`src/rtl/fetch_stage.sv`:
```
// Instruction fetch stage: owns the PC, addresses the synchronous-read
// instruction memory and fills the IF/ID register that feeds decode.
module fetch_stage #(
  parameter logic [31:0] RESET_PC   = 32'h0000_0000,
  parameter int unsigned IMEM_BYTES = 131072,
  parameter logic [31:0] NOP_INSTR  = 32'h0000_0013
) (
  input  logic        clk_i,
  input  logic        rst_ni,
  input  logic        stall_i,
  input  logic        flush_i,
  input  logic        redirect_i,
  input  logic [31:0] redirect_pc_i,
  output logic [31:0] imem_addr_o,
  input  logic [31:0] imem_data_i,
  output logic [31:0] id_pc_o,
  output logic [31:0] id_instr_o,
  output logic        id_valid_o,
  output logic        id_fault_o
);

  localparam logic [31:0] IMEM_LIMIT = 32'(IMEM_BYTES);

  logic [31:0] pc_q;
  logic [31:0] pc_next;
  logic        started_q;
  logic        started_d;
  logic        fault_c;
  logic [31:0] id_instr_d;
  logic        id_fault_d;
  logic        id_valid_d;

  // State register: PC and the boot flag.
  always_ff @(posedge clk_i or negedge rst_ni) begin
    if (!rst_ni) begin
      pc_q      <= RESET_PC;
      started_q <= 1'b0;
    end else begin
      pc_q      <= pc_next;
      started_q <= started_d;
    end
  end

  // Next-state: redirect beats the boot hold, which beats stall.
  always_comb begin
    started_d = 1'b1;
    pc_next   = pc_q + 32'd4;
    if (redirect_i) begin
      pc_next = redirect_pc_i;
    end else if (!started_q || stall_i) begin
      pc_next = pc_q;
    end
  end

  // Outputs: memory address for the next PC and the IF/ID write data.
  // An out-of-range address is clamped to 0 so the memory is never overrun.
  always_comb begin
    imem_addr_o = {pc_next[31:2], 2'b00};
    if (pc_next >= IMEM_LIMIT) begin
      imem_addr_o = 32'd0;
    end
    fault_c    = (pc_q[1:0] != 2'b00) || (pc_q >= IMEM_LIMIT);
    id_instr_d = fault_c ? NOP_INSTR : imem_data_i;
    id_fault_d = fault_c & started_q;
    id_valid_d = started_q & ~redirect_i;
  end

  // IF/ID register. stall_i is downstream back-pressure: while it is high the
  // entry is held and the PC does not advance; flush_i overrides a stall.
  always_ff @(posedge clk_i or negedge rst_ni) begin
    if (!rst_ni) begin
      id_pc_o    <= 32'd0;
      id_instr_o <= NOP_INSTR;
      id_valid_o <= 1'b0;
      id_fault_o <= 1'b0;
    end else if (flush_i) begin
      id_valid_o <= 1'b0;
      id_fault_o <= 1'b0;
    end else if (!stall_i) begin
      id_pc_o    <= pc_q;
      id_instr_o <= id_instr_d;
      id_valid_o <= id_valid_d;
      id_fault_o <= id_fault_d;
    end
  end

endmodule

```
`config.mk`:
```
export PLATFORM = sky130hd
export DESIGN_NAME = fetch_stage
export DESIGN_NICKNAME = d
export VERILOG_FILES = /design/src/rtl/fetch_stage.sv
export SDC_FILE = /design/constraint.sdc
export NUM_CORES = 1
export LEC_CHECK = 0
export ABC_AREA = 0
export BUFFER_PORTS_ARGS = -buffer_cell sky130_fd_sc_hd__buf_2
export CAP_MARGIN = 20
export CORE_ASPECT_RATIO = 1.4
export CORE_UTILIZATION = 51
export DETAILED_ROUTE_END_ITERATION = 8
export PLACE_DENSITY_LB_ADDON = 0.2
export SKIP_CTS_REPAIR_TIMING = 1
export SLEW_MARGIN = 20
export SYNTH_ARGS = -nofsm -noshare
export SYNTH_HDL_FRONTEND = slang
export SYNTH_SLANG_ARGS = --single-unit
```
`constraint.sdc`:
```
create_clock -name clk_i -period 3.7 [get_ports clk_i]
set_input_delay 0.37 -clock clk_i [delete_from_list [all_inputs] [get_ports clk_i]]
set_output_delay 0.37 -clock clk_i [all_outputs]
set_load 0.05 [all_outputs]
```
==> run summary <==
Fraction of final layout cells sized beyond drive strength 1: 31.4%
Core Area: 9180 µm²
FFs w/ async S/R, synth: 100%
Final std cells w/o fill: 797
Synth warnings: 0
CP delay by family, top: simple AND/OR/NAND/NOR gates
Largest net degree at the start of global routing: 76
LEAKAGE: 3.15 nW
Initial antenna violation count: 0
Post-route setup TNS: 0 ns
Total CTS buffers: 9
Reg2reg path depth: 6
Die Wd: 84.8 µm
Drt pass-1 iters: 6
Crit path max fanout: 8
Post-synth EDFFs: 0
Reg-to-Reg End: pc_q[31]$_DFF_PN0_
Placed Area: 5650 µm²
Max Cap Viol: 0
# clock sinks: 99
Worst Path Required: 3.33 ns
WL/cell: 15.2 µm
CTS H-Tree Depth: 3
CTS max path bufs: 2
Hold Vio Cnt, Final: 0
WP data arrival: 3.22 ns
VDD IR max: 0.231 mV
Sum of buffers and inverters on the critical path: 2
Reg-to-Reg Start: pc_q[10]$_DFF_PN0_
Mean Syn Cell Area: 8.97 µm²
Pwr Total: 2.88 mW
Residual DRC: 16
Detailed Route WL: 12100 µm
Clock root buffer: clkbuf_16
Layout Cell Area excl Fill: 6100 µm²
Setup CP Type: reg2out
WHS: 0.143 ns
Synth top area share: 49.1%
Setup slack after layout: 0.110 ns
Routability cong.: 0.912
Final Util: 66.5%
Final setup fails: 0
Vert. Die Dim: 118 µm
Pwr Density: 471 nW/µm²
Most common cell after layout, fill and taps aside: nand2_1
Clock skew: 0.00498 ns
Hold Crit Class: in2async
Cells after Synth: 546
Initial Utilization: 53.3%
Failing checks: DRC
CTS tree: built
DRT antenna net count: 0
CP Launch Type: register
Vias in the first global route: 4050
Post-Place Worst Slack: 0.156 ns
Slew margin rel.: 36.8%
Final Max Slew Viols: 0
Synthesized area: 4900 µm²
First-pass GRT wire length: 19600 µm
Post-route minimum period: 3.59 ns
Port Buf Inserts: 149
Inserted Diodes: 0
Reg2reg setup slack: 1.55 ns
Total global-route track usage: 24.7%
Most frequent cells in the layout: nand2_1 (181), buf_2 (136), dfrtp_1 (89)
Area growth syn-to-layout: 24.7%
Register area share after synthesis: 50.7%
Least-Margin Pin Slew: 0.948 ns
Largest cells by area after synthesis: dfrtp_1 (49%), nand2_1 (14%), nand3_1 (4.0%)
Prevailing post-synth register cell: dfrtp_1
Nets: 756
Crit path max-delay cell type: or4_4
CP peak stage delay: 0.62 ns
Vias/cell: 5.35
Cells after DPL: 778
HPWL after DPL: 8610 µm
Top Ports: 167
CTS clk-pin slew, worst paths: 0.07 ns
Num rows: 41
Crit path cell chain: nand4_2, or4_4, nor4_1, a211oi_1, o31ai_4, o2111ai_4, buf_4, nor4b_1, buf_4
Routed vias: 4266
DRT iter0 DRCs: 176
Global route overflow: 0
Number of synthesized register bits: 99
Worst setup EP type: primary output
Final Cycle Share: 97.0%
Netlist cell types: 49
Die footprint: 10000 µm²
Cell accounting for the most synthesized area: dfrtp_1
Max Freq: 0.279 GHz
Clk_lat worst skew: 0.34 ns
CP dominant cell by count: buf_4
Outcome: complete, but fails checks
## layout make-up
class                   instances  area [µm²]
flip-flops and latches         99        2490
clock buffers                   9         225
repair buffers                160         873
clock inverters                 7         121
well taps                     107         134
fillers                       772        3080
multi-input cells             410        2240
inverters                       5        18.8
## metal layers
layer / GRT usage [%] / part of all wire (%) / vias up
met1: 30.7 / 41 / 2018
met5: 0 / 0 / -
li1: - / - / 2076
met4: 9.53 / 2.5 / 0
met2: 43.2 / 51 / 149
met3: 3.37 / 5.5 / 23
## cell families after synthesis
group           Yosys count  share of synthesized area, %
mux                       5                          1.15
other cells               2                         0.153
simple gates            314                          31.0
fa+ha+maj                 2                         0.511
xor+xnor                 26                          4.65
buf+inv                  53                          5.78
compound gates           45                          6.06
flops                    99                          50.7
## Yosys cell counts, types with 3 or more instances
cell,number
a21oi_1,11
and3_1,7
buf_4,18
clkbuf_1,26
dfrtp_1,96
dfstp_2,3
inv_1,5
mux2_2,5
nand2_1,181
nand2b_1,4
nand3_1,39
nand4_1,10
nor2_1,23
nor3_1,9
nor4_1,9
nor4b_1,5
nor4b_2,8
o21ai_0,20
xnor2_1,12
xor2_1,14
## report_power, final
part | switching, mW | internal (mW) | leakage, nW
Sequential | 0.0787 | 1.17 | 1.25
Combinational | 0.403 | 0.140 | 1.73
Clock | 0.421 | 0.666 | 0.170
## worst register-to-register path: stages, from the launching register on
cell and delay (ns):
dfrtp_1 0.43, nand4_2 0.18, or4_4 0.62, nor3_1 0.31
and3_1 0.21, o211a_1 0.24, inv_1 0.06
## worst max path at each step
stage,from,slack (ns),end,cells after the start
finish,pc_q[10]$_DFF_PN0_,0.11,imem_addr_o[3],9
global placement,pc_q[5]$_DFF_PN0_,0.26,imem_addr_o[2],8
global route,pc_q[10]$_DFF_PN0_,-0.08,imem_addr_o[3],9
detailed placement,pc_q[5]$_DFF_PN0_,0.16,imem_addr_o[2],8
floorplan,pc_q[5]$_DFF_PN0_,-0.44,imem_addr_o[5],9
CTS,pc_q[5]$_DFF_PN0_,-0.26,imem_addr_o[2],8
## state kept, by name, summed over array words and instances (netlist names)
signal / cells
id_fault_o: 1
id_instr_o: 32
id_valid_o: 1
started_q: 1
id_pc_o: 32
pc_q: 32
Note: power is estimated with default switching activity, not from simulation.
